## src/rtl/delay_down_counter_pkg.sv

```systemverilog
// Types and constants for the delay-line counters.
package delay_down_counter_pkg;

    // Default counter width, the same width the delay-line up-counter uses.
    localparam int unsigned DEFAULT_WIDTH = 4;

    // Count value that marks the terminal cycle.
    localparam int unsigned CNT_ZERO = 0;

    // The counter is either waiting for a load or timing a delay.
    typedef enum logic {
        IDLE  = 1'b0,
        COUNT = 1'b1
    } state_t;

endpackage : delay_down_counter_pkg

```

## src/rtl/delay_down_counter.sv

```systemverilog
// Loadable down-counter that times a programmed delay and pulses underflow on expiry.
// A delay of N takes N+1 enabled cycles; with AUTO_RELOAD it becomes a periodic tick.
module delay_down_counter
    import delay_down_counter_pkg::*;
#(
    parameter int unsigned WIDTH       = DEFAULT_WIDTH,
    parameter bit          AUTO_RELOAD = 1'b0
) (
    input  logic             clk,
    input  logic             rst,
    input  logic             load_valid,
    output logic             load_ready,
    input  logic [WIDTH-1:0] load_value,
    input  logic             en,
    input  logic             abort,
    output logic [WIDTH-1:0] cnt_out,
    output logic             busy,
    output logic             underflow
);

    state_t           state;
    logic [WIDTH-1:0] reload_value;
    logic             at_zero;

    // Terminal count is seen at zero, so the decrement never wraps.
    assign at_zero = (cnt_out == WIDTH'(CNT_ZERO));

    // State, count, reload value and underflow pulse; abort beats load and terminal count.
    always_ff @(posedge clk or posedge rst) begin
        if (rst) begin
            state        <= IDLE;
            cnt_out      <= WIDTH'(CNT_ZERO);
            reload_value <= WIDTH'(CNT_ZERO);
            underflow    <= 1'b0;
        end else begin
            underflow <= 1'b0;
            if (abort) begin
                state   <= IDLE;
                cnt_out <= WIDTH'(CNT_ZERO);
            end else begin
                case (state)
                    IDLE: begin
                        if (load_valid) begin
                            cnt_out      <= load_value;
                            reload_value <= load_value;
                            state        <= COUNT;
                        end
                    end
                    COUNT: begin
                        if (en) begin
                            if (at_zero) begin
                                underflow <= 1'b1;
                                if (AUTO_RELOAD) begin
                                    cnt_out <= reload_value;
                                end else begin
                                    state <= IDLE;
                                end
                            end else begin
                                cnt_out <= cnt_out - WIDTH'(1);
                            end
                        end
                    end
                endcase
            end
        end
    end

    // Status flags are plain decodes of the registered state.
    assign busy       = (state == COUNT);
    assign load_ready = (state == IDLE);

endmodule : delay_down_counter

```

## config.mk

```make
export PLATFORM = sky130hd
export DESIGN_NAME = delay_down_counter
export DESIGN_NICKNAME = d
export VERILOG_FILES = /design/src/rtl/delay_down_counter_pkg.sv /design/src/rtl/delay_down_counter.sv
export SDC_FILE = /design/constraint.sdc
export NUM_CORES = 1
export LEC_CHECK = 0
export CAP_MARGIN = 20
export CORE_MARGIN = 2
export CORE_UTILIZATION = 30
export DETAILED_ROUTE_END_ITERATION = 10
export GPL_TIMING_DRIVEN = 1
export PLACE_DENSITY = 0.69
export SLEW_MARGIN = 20
export SYNTH_ARGS = -nofsm -noshare
export SYNTH_HDL_FRONTEND = slang
export SYNTH_SLANG_ARGS = --single-unit
```

## constraint.sdc

```tcl
create_clock -name clk -period 4.4 [get_ports clk]
set_input_delay 0.66 -clock clk [delete_from_list [all_inputs] [get_ports clk]]
set_output_delay 0.66 -clock clk [all_outputs]
set_load 0.02 [all_outputs]
```

# --- Word level (Yosys, flattened, before mapping) ---
# Index checks and enable logic that the tools add are counted.
classes:
  magnitude_cmp: 0
  n_reduce_logical: 2
  n_mux: 14
  shifts: 0
  bitwise_logic: 1
  eq_ne: 3
  mul: 0
  n_addsub: 1
  div: 0
ops:
  columns: ["cell", "count"]
  rows:
  - ["2-to-1 mux 4 bit", 4]
  - ["2-to-1 mux 1 bit", 8]
  - ["one-hot mux 4 bit (2 select lines)", 1]
  - ["inequality test 3 bit (second input constant)", 2]
  - ["logical NOT 4 bit", 1]
  - ["subtractor 4 x 1 -> 4 bit (second input constant)", 1]
  - ["inequality test 3 x 2 -> 1 bit (second input constant)", 1]
  - ["AND reduction 3 bit", 1]
  - ["one-hot mux 1 bit (2 select lines)", 1]
  - ["inverter 1 bit", 1]
totals:
  mem_bits_rw: 0
  ff_bits: 6
  memories: 0
  latch_bits: 0
  out_inout_bits: 7
  wordCells: 24
  romBits: 0
  in_bits: 9

# --- Logic depth before layout (Yosys ltp) ---
# Gate-level depths: netlist of run 1.
logic_depth:
  ltp_word: 5
  depth_mapped: 5

# --- Worst setup path after synthesis of run 1 ---
# No wires, ideal clock.
synth_path:
  kind: "register -> register"
  start: "register cnt_out[0]"
  end: "register cnt_out[0]"
  slack_ps: 2670
  stages_incl_launch_ff: 6
  period_less_slack_ps: 1730
  setup_time_ps: 120
  arrival_ps: 1611
  n_path_buf: 0
  path_cell_list: "dfrtp_1 -> inv_1 -> ha_1 -> or3b_4 -> a311o_1 -> and3_1"
synth_via:
  elab_chain_len: 5
  elab_cells_between_ends: 8
  classes_between: "1 x add/sub; 1 x eq/ne; 4 x mux; 2 x reduce/logical"
synth_rtl:
  columns: ["item", "line", "rtl"]
  rows:
  - ["start: declaration", "delay_down_counter.sv:16", "output logic [WIDTH-1:0] cnt_out,"]
  - ["start signal: assignment", "delay_down_counter.sv:32", "cnt_out <= WIDTH'(CNT_ZERO);"]
  - ["start signal: assignment", "delay_down_counter.sv:39", "cnt_out <= WIDTH'(CNT_ZERO);"]
  - ["start signal: assignment", "delay_down_counter.sv:44", "cnt_out <= load_value;"]
  - ["subtractor 4 x 1 -> 4 bit", "delay_down_counter.sv:59", "cnt_out <= cnt_out - WIDTH'(1);"]
  - ["2-to-1 mux 4 bit", "delay_down_counter.sv:51", "if (at_zero) begin"]
  - ["2-to-1 mux 4 bit", "delay_down_counter.sv:50", "if (en) begin"]
  - ["one-hot mux 4 bit (2 select lines)", "delay_down_counter.sv:41", "case (state)"]
  - ["2-to-1 mux 4 bit", "delay_down_counter.sv:37", "if (abort) begin"]
# Several ways; a longest one is shown, not always the timed one. The select of a mux whose other input is x is not followed.
# A chain may end at the register's enable or synchronous reset.

# --- Worst setup path after layout of run 1 ---
layout_path:
  start: "register state (netlist: busy)"
  end: "output port busy"
layout_rtl:
  columns: ["item", "line", "rtl"]
  rows:
  - ["start: declaration", "delay_down_counter.sv:21", "state_t state;"]
  - ["start signal: assignment", "delay_down_counter.sv:31", "state <= IDLE;"]
  - ["start signal: assignment", "delay_down_counter.sv:38", "state <= IDLE;"]
  - ["start signal: assignment", "delay_down_counter.sv:46", "state <= COUNT;"]
  - ["end: declaration", "delay_down_counter.sv:17", "output logic busy,"]
# No word-level cell between the ends.

==> results by group, run 1 <==
Critical path
  • CP peak stage delay: 700 ps
  • CP max-delay cell: clkdlybuf4s50_1
  • Worst r2r path cells: 5
  • Reg2reg start: cnt_out[0]
  • Worst R2R End: cnt_out[0]
  • Critical Path, Cell by Cell: clkdlybuf4s50_1
  • Critical Path Fanout Max: 17
  • Critical Path AT: 1590 ps
  • Critical Path Source Type: flop
  • CP Buf/Inv Count: 1
  • Launch point of the critical path: busy
  • Delay-heaviest family, CP: buffers and inverters
  • WP data required: around 3700 ps
  • Worst R2R Setup Slack: ~2600 ps
  • Setup CP Type: reg -> out
  • CP endpoint kind: primary output

Placement
  • Hpwl dp: about 700 um
  • GPL Wtd Cong: 0.727
  • Place WS: ~2400 ps
  • # port buffers: 15

Power and ir drop
  • P_leak: about 0.25 nW
  • Pwr dens: roughly 310 mW/mm^2
  • Worst VDD drop: 0.000246 V

STA
  • RSZ-0062 raised after global routing: no
  • Fin crit period: approximately 2300 ps
  • Fin crit share: 0.511
  • Relative slew slack: 0.664
  • Final hold vios: 0
  • Max frequency: around 0.44 GHz
  • Min setup slack post-route: ~2100 ps
  • Max-slew violation count: 0
  • Layout Skew: around 5.4 ps
  • Final setup violation count: 0
  • Worst Max-Slew Pin Slew: around 500 ps
  • Setup TNS: 0 ps

Drt
  • DR DRC count: 0
  • Drt pass-1 iters: 2
  • DR vias: roughly 380
  • Vias/cell: ~5
  • Number of DRC markers in iteration 0: 5
  • Total wire length: around 900 um
  • WL/cell: between 10 and 15 um
  • Routed Antenna Nets: 0

Die
  • Die ar.: roughly 0.0017 sq mm
  • Die H: between 40 and 50 um
  • Initial Util: 0.315
  • Die width: slightly above 40 um
  • Core ar.: ~0.0013 sq mm
  • Top Ports: 16
  • Row count: 13

Layout
  • Commonest non-fill, non-tap cell in the layout: clkdlybuf4s50_1
  • Layout area overhead: 46.0%
  • Nets: 72
  • Antenna diodes: 0
  • Most frequent cells in the layout: clkdlybuf4s50_1, inv_1, dfrtp_1
  • Fill count: approximately 120
  • Layout cells sized above 1: 0.133

Yosys
  • Number of flops mapped to enable cells by yosys: 0
  • Yosys warns: 0
  • Post-synthesis xor/xnor area fraction: 0
  • Post-synthesis compound-gate area fraction: 0.210
  • Post-synthesis mux area share: 0.0772
  • Syn nets: between 50 and 60
  • Most used DFF post-synth: dfrtp_1
  • Cell taking the most area after synthesis: dfrtp_1
  • Largest cells by area after synthesis: dfrtp_1, inv_1, o211ai_1
  • Asr flop ratio synth: 1.00
  • FF+latch count, synth: 6
  • Sequential area share after synthesis: 0.370
  • Mapped cell area: between 400 and 500 sq um
  • Library cells used by synthesis: 25
  • Adder-cell share of the synthesized area: 0.0309
  • Post-synthesis simple-gate area fraction: 0.244
  • Largest family of logic cells by synthesized area: simple AND/OR/NAND/NOR gates
  • Mapped Cells: 43
  • Synth top area share: 0.370
  • Synth Area per Inst: 9.43 sq um

Flow run
  • Max cap viols: 0

Clock network
  • Clk buf depth: 2
  • TritonCTS clock tree: done
  • Hold_buf cts: 0
  • Clock Tree Root: clkbuf_4
  • Clock latency on the worst-skew pair: 240 ps
  • Post-CTS setup repair buffer count: 0
  • Clock Sinks: 6
  • PostCTS Resize Cnt: 0
  • CTS clk-pin slew, worst paths: approximately 40 ps
  • Htree depth: 1
  • Total CTS buffers: 3

Global route
  • Initial antenna violation count: 0
  • Pin count of the biggest net entering global routing: 18
  • Vias in the first global route: about 360
  • Gr ovfl total: 0
  • GRT Overall Usage: 0.160
  • First-pass GRT wire length: 1610 um

Hold path
  • Worst Hold Class: in -> async

Run status
  • Status: finished clean
## state kept, by name, summed over array words and instances (netlist names)
signal     cells
cnt_out        4
underflow      1
busy           1
## routing by layer
layer,track usage,routed length [um],vias to the layer above
li1,-,-,192
met1,0.177,415,171
met2,0.242,410,13
met3,0.0815,57,3
met4,0.100,12,0
met5,0,0,-
## Yosys cell counts, types with 2 or more instances
cell type	instances
inv_1	6
o21ai_0	2
a21oi_1	2
dfrtp_1	6
and3b_2	2
o211ai_1	3
nor2b_1	3
mux2i_1	2
## worst max path at each step
stage,to,slack [ps],cells past startpoint
finish,busy,2150,1
global route,busy,2050,1
CTS,busy,2130,1
detailed placement,busy,2390,1
global placement,busy,2430,1
floorplan,cnt_out[0],2670,5
## through the flow
| stage | instances | cell area (sq um) | utilization | hold WS (ps) | power [mW] |
|---|---|---|---|---|---|
| final | 75 | 592 | 0.461 | 624 | 0.185 |
| after global routing | 75 | 592 | 0.461 | 649 | 0.201 |
| after CTS | 75 | 592 | 0.461 | 621 | 0.188 |
| after detailed placement | 72 | 569 | 0.443 | 619 | 0.136 |
| after global placement | 72 | 569 | 0.443 | 605 | 0.135 |
| after floorplan | 43 | 405 | - | 451 | 0.109 |
## logic make-up after synthesis
family,Yosys count
DFF,6
muxes,3
AOI/OAI and AO/OA,12
buffers and inverters,7
adders and majority gates,1
and+or+nand+nor,14
## final cells by class
type / count / area [sq um] / share of cell area
Sequential cell: 6 / 150 / 0.254
Clock buffer: 3 / 22.5 / 0.0381
Inverter: 6 / 22.5 / 0.0381
Timing Repair Buffer: 15 / 150 / 0.254
Tap cell: 15 / 18.8 / 0.0317
Multi-Input combinational cell: 30 / 228 / 0.385
## power breakdown
group / switching, mW / internal, mW / leakage [nW]
Combinational: 0.0283 / 0.0363 / 0.160
Sequential: 0.0101 / 0.0606 / 0.0799
Clock: 0.0187 / 0.0308 / 0.0138
No activity file was read; power rests on OpenSTA's default activity.
==> inputs of run 2 (changes only) <==
==> constraint.sdc (replaced) <==
create_clock -name clk -period 2.1 [get_ports clk]
set_input_delay 0.315 -clock clk [delete_from_list [all_inputs] [get_ports clk]]
set_output_delay 0.315 -clock clk [all_outputs]
set_load 0.02 [all_outputs]
==> results by group, run 2 (same netlist as run 1, synthesis figures left out) <==
Clock network
  • Clock Tree Root: clkbuf_4
  • TritonCTS clock tree: done
  • Hold_buf cts: 0
  • Clock latency on the worst-skew pair: between 200 and 250 ps
  • Clk buf depth: 2
  • CTS clk-pin slew, worst paths: around 40 ps
  • Post-CTS setup repair buffer count: 0
  • PostCTS Resize Cnt: 0
  • Htree depth: 1
  • Total CTS buffers: 3
  • Clock Sinks: 6

Placement
  • GPL Wtd Cong: between 0.7 and 0.8
  • Hpwl dp: around 700 um
  • Place WS: about 370 ps
  • # port buffers: 15

Die
  • Die width: roughly 40 um
  • Die H: 40.8 um
  • Row count: 13
  • Core ar.: between 0.001 and 0.0015 sq mm
  • Die ar.: 0.00166 sq mm
  • Initial Util: 0.315
  • Top Ports: 16

Hold path
  • Worst Hold Class: in -> async

Power and ir drop
  • Clock share of power: 0.257
  • Psw: between 100 and 150 uW
  • PnR Total Power: between 300 and 400 uW
  • Worst VDD drop: 0.000344 V
  • Combinational power share: 0.368
  • P_int: 269 uW
  • Pwr dens: around 640 mW/mm^2
  • Sw frac: 0.297
  • P_leak: approximately 0.26 nW
  • Sequential power share: 0.375

Critical path
  • Launch point of the critical path: cnt_out[0]
  • Critical Path AT: 1850 ps
  • Setup CP Type: reg -> reg
  • CP endpoint kind: flop
  • WP data required: ~2200 ps
  • Reg2reg start: cnt_out[0]
  • Critical Path Fanout Max: 6
  • Critical Path Source Type: flop

Drt
  • Number of DRC markers in iteration 0: 11
  • Routed Antenna Nets: 0
  • Total wire length: a little under 900 um
  • DR DRC count: 0
  • Vias/cell: approximately 5.0
  • DR vias: between 300 and 400
  • Drt pass-1 iters: 4
  • WL/cell: approximately 11 um

Global route
  • GRT met3 Usage: 0.0326
  • Routing usage on met1: 0.169
  • Global Route met2 Usage: 0.214
  • Global route hottest layer: met2
  • Vias in the first global route: between 300 and 400
  • Gr ovfl total: 0
  • GRT Overall Usage: 0.133
  • Initial antenna violation count: 0
  • First-pass GRT wire length: roughly 1400 um
  • Pin count of the biggest net entering global routing: 10

Layout
  • Antenna diodes: 0
  • Layout cells sized above 1: 0.148
  • Most frequent cells in the layout: clkdlybuf4s50_1, inv_1, dfrtp_1
  • Commonest non-fill, non-tap cell in the layout: clkdlybuf4s50_1
  • Fill count: between 100 and 150
  • Layout area overhead: 47.8%
  • Nets: between 70 and 80
  • Finished Core Util: 0.466
  • Top reg by flops: cnt_out
  • Largest register FFs: 4

STA
  • Setup TNS: 0 ps
  • Worst Max-Slew Pin Slew: approximately 280 ps
  • Max-slew violation count: 0
  • Min setup slack post-route: approximately 370 ps
  • Final hold vios: 0
  • Relative slew slack: 0.807
  • Final setup violation count: 0
  • Max frequency: approximately 0.58 GHz
  • RSZ-0062 raised after global routing: no
  • Fin crit share: 0.825
  • Layout Skew: 4.38 ps
  • Fin crit period: between 1500 and 2000 ps

Run status
  • Status: finished clean

Flow run
  • Max cap viols: 0
run 2: cell type report:
class / instances / area [sq um] / area share
clock buffer: 3 / 22.5 / 0.0376
inverter: 6 / 22.5 / 0.0376
multi-input combinational: 30 / 228 / 0.380
sequential: 6 / 150 / 0.251
tap: 15 / 18.8 / 0.0313
timing repair buffer: 16 / 158 / 0.263
run 2: power by group through the flow:
stage	sequential [mW]	combinational [mW]	clock, mW
floorplan	0.155	0.0726	0
global placement	0.145	0.141	0
detailed placement	0.145	0.141	0
CTS	0.144	0.141	0.103
global route	0.146	0.156	0.119
finish	0.144	0.141	0.0985
run 2: critical path: stages, from the launching register on:
cell and delay (ps):
dfrtp_1 430, inv_1 80, ha_1 180, or3b_4 400
a311o_1 350, and3_1 170
run 2: path summary, 6_finish.rpt:
kind	slack, ps	cells past startpoint	endpoint
min reg2reg	620	2	cnt_out[3]
max	370	5	cnt_out[0]
min in group clk	620	2	cnt_out[3]
max in group asynchronous	1610	2	cnt_out[0]
max reg2reg	370	5	cnt_out[0]
min	290	2	cnt_out[2]
run 2: metal layers:
metal | share of wire | routed length [um] | vias up
met5 | 0 | 0 | -
met4 | 0 | 0 | 0
met3 | 0.066 | 57 | 0
met2 | 0.45 | 388 | 16
met1 | 0.49 | 422 | 171
li1 | - | - | 196
run 2: stage by stage:
step	area [sq um]	instances	hold slack (ps)
2_1_floorplan	405	43	106
3_3_place_gp	577	73	539
3_5_place_dp	577	73	541
4_1_cts	599	76	290
5_1_grt	599	76	288
6_report	599	76	291
==> inputs of run 3 (changes only) <==
--- a/config.mk
+++ b/config.mk
@@ -10,7 +10,7 @@
 export CORE_UTILIZATION = 30
 export DETAILED_ROUTE_END_ITERATION = 10
 export GPL_TIMING_DRIVEN = 1
-export PLACE_DENSITY = 0.69
+export PLACE_DENSITY = 0.71
 export SLEW_MARGIN = 20
 export SYNTH_ARGS = -nofsm -noshare
 export SYNTH_HDL_FRONTEND = slang
==> constraint.sdc (replaced) <==
create_clock -name clk -period 1.5 [get_ports clk]
set_input_delay 0.225 -clock clk [delete_from_list [all_inputs] [get_ports clk]]
set_output_delay 0.225 -clock clk [all_outputs]
set_load 0.02 [all_outputs]
==> results by group, run 3 (same netlist as run 1, synthesis figures left out) <==
Run status
  • Status: finished clean

Clock network
  • Total CTS buffers: 3
  • CTS clk-pin slew, worst paths: 40 ps
  • Clock Sinks: 6
  • Clock latency on the worst-skew pair: around 240 ps
  • Hold_buf cts: 0
  • Htree depth: 1
  • Clk buf depth: 2
  • Clock Tree Root: clkbuf_4
  • TritonCTS clock tree: done

Global route
  • Initial antenna violation count: 0
  • GRT met3 Usage: 0.0652
  • Routing usage on met1: 0.178
  • Global route hottest layer: met2
  • Pin count of the biggest net entering global routing: 11
  • Global Route met2 Usage: 0.282
  • Gr ovfl total: 0
  • Vias in the first global route: roughly 400
  • GRT Overall Usage: 0.165
  • First-pass GRT wire length: approximately 1700 um

Power and ir drop
  • Pwr dens: 889 mW/mm^2
  • P_leak: between 0.3 and 0.4 nW
  • Worst VDD drop: 0.000508 V

Layout
  • Most frequent cells in the layout: clkdlybuf4s50_1, dlygate4sd2_1, buf_4, inv_1, dfrtp_1
  • Largest register FFs: 4
  • Layout cells sized above 1: 0.303
  • Antenna diodes: 0
  • Top reg by flops: cnt_out
  • Nets: between 70 and 80
  • Commonest non-fill, non-tap cell in the layout: clkdlybuf4s50_1
  • Design area: between 600 and 700 sq um
  • Finished Core Util: 0.506
  • Layout area overhead: 60.5%

STA
  • Max-slew violation count: 0
  • Final hold vios: 0
  • Layout Skew: roughly 5.4 ps
  • Max frequency: between 0.6 and 0.7 GHz
  • Fin crit period: between 1000 and 1500 ps
  • Fin crit share: 0.992
  • Final setup violation count: 0
  • Relative slew slack: 0.816
  • RSZ-0062 raised after global routing: yes
  • Worst Max-Slew Pin Slew: about 280 ps

Placement
  • Post-DP Area: between 600 and 700 sq um
  • # port buffers: 15
  • GPL Wtd Cong: around 0.8
  • Hpwl dp: around 800 um

Critical path
  • Critical Path Source Type: flop
  • Critical Path Fanout Max: 2
  • Worst path depth: 5
  • CP endpoint kind: flop
  • Setup CP Type: reg -> reg
  • CP peak stage delay: around 400 ps
  • Critical Path AT: roughly 1600 ps
  • CP max-delay cell: dfrtp_2
  • Delay-heaviest family, CP: simple AND/OR/NAND/NOR gates
  • CP Buf/Inv Count: 1
  • WP data required: between 1500 and 2000 ps
  • Critical Path, Cell by Cell: inv_2 -> ha_4 -> or3b_4 -> a311o_1 -> and3_1
  • Worst r2r path cells: 5

Drt
  • Total wire length: ~1000 um
  • Number of DRC markers in iteration 0: 8
  • Routed Antenna Nets: 0
  • Drt pass-1 iters: 3
  • DR vias: between 400 and 500
  • WL/cell: 12.4 um
  • DR DRC count: 0
  • Vias/cell: slightly above 5

Die
  • Initial Util: 0.315
  • Die H: a little over 40 um
  • Top Ports: 16
  • Die ar.: approximately 0.0017 sq mm
  • Row count: 13
  • Die width: a little over 40 um
  • Core ar.: approximately 0.0013 sq mm

Flow run
  • Max cap viols: 0

Hold path
  • Worst Hold Class: in -> async
==> run 3: cell types whose count changed in the layout (fill, tap and decap cells not counted), sizes merged <==
cell,before,now
clkdlybuf4s50,15,9
dlygate4sd2,0,6
buf,1,6
==> run 3: cell type report <==
class | count | area [sq um]
Clock buffer | 3 | 22.5
Fill cell | 127 | 634
Inverter | 6 | 22.5
Multi-Input combinational cell | 30 | 246
Sequential cell | 6 | 153
Tap cell | 15 | 18.8
Timing Repair Buffer | 21 | 188
==> run 3: through the flow <==
stage | hold WS [ps] | setup TNS (ps) | setup slack (ps) | std cells | power [mW]
5_1_grt | 195 | -57.8 | -57.8 | 81 | 0.623
3_5_place_dp | 454 | -44.3 | -44.3 | 77 | 0.440
4_1_cts | 190 | 0 | 9.10 | 81 | 0.580
3_3_place_gp | 456 | 0 | 4.35 | 77 | 0.436
6_report | 186 | 0 | 11.9 | 81 | 0.578
2_1_floorplan | 15.8 | -94.4 | -94.4 | 43 | 0.328
==> run 3: power by group <==
group,switching (mW),internal [mW],total [mW],leakage [nW]
Sequential,0.0194,0.179,0.198,0.0770
Clock,0.0547,0.0902,0.145,0.0138
Combinational,0.107,0.128,0.235,0.211
Total,0.181,0.397,0.578,0.302
==> run 3: repair_timing <==
| action | 4_1_cts | 5_1_grt |
|---|---|---|
| setup buffers | 1 | 0 |
| endpoints found under the hold margin | 0 | 0 |
| setup endpoints to repair | 7 | 2 |
| pin swaps | 1 | 0 |
| gates cloned | 0 | 0 |
| gates resized for setup | 6 | 1 |
==> run 3: path summary, 6_finish.rpt <==
kind / start / endpoint / slack [ps]
max in group asynchronous: rst / cnt_out[1] / 1110
hold / removal: rst / cnt_out[2] / 190
hold reg to reg: cnt_out[3] / cnt_out[3] / 610
setup reg to reg: cnt_out[1] / cnt_out[0] / 10
setup / recovery: cnt_out[1] / cnt_out[0] / 10
min in group clk: cnt_out[3] / cnt_out[3] / 610
==> run 3: per-layer routing <==
metal	share of wire	vias up
met2	0.50	12
li1	-	208
met5	0	-
met3	0.051	0
met4	0	0
met1	0.45	197
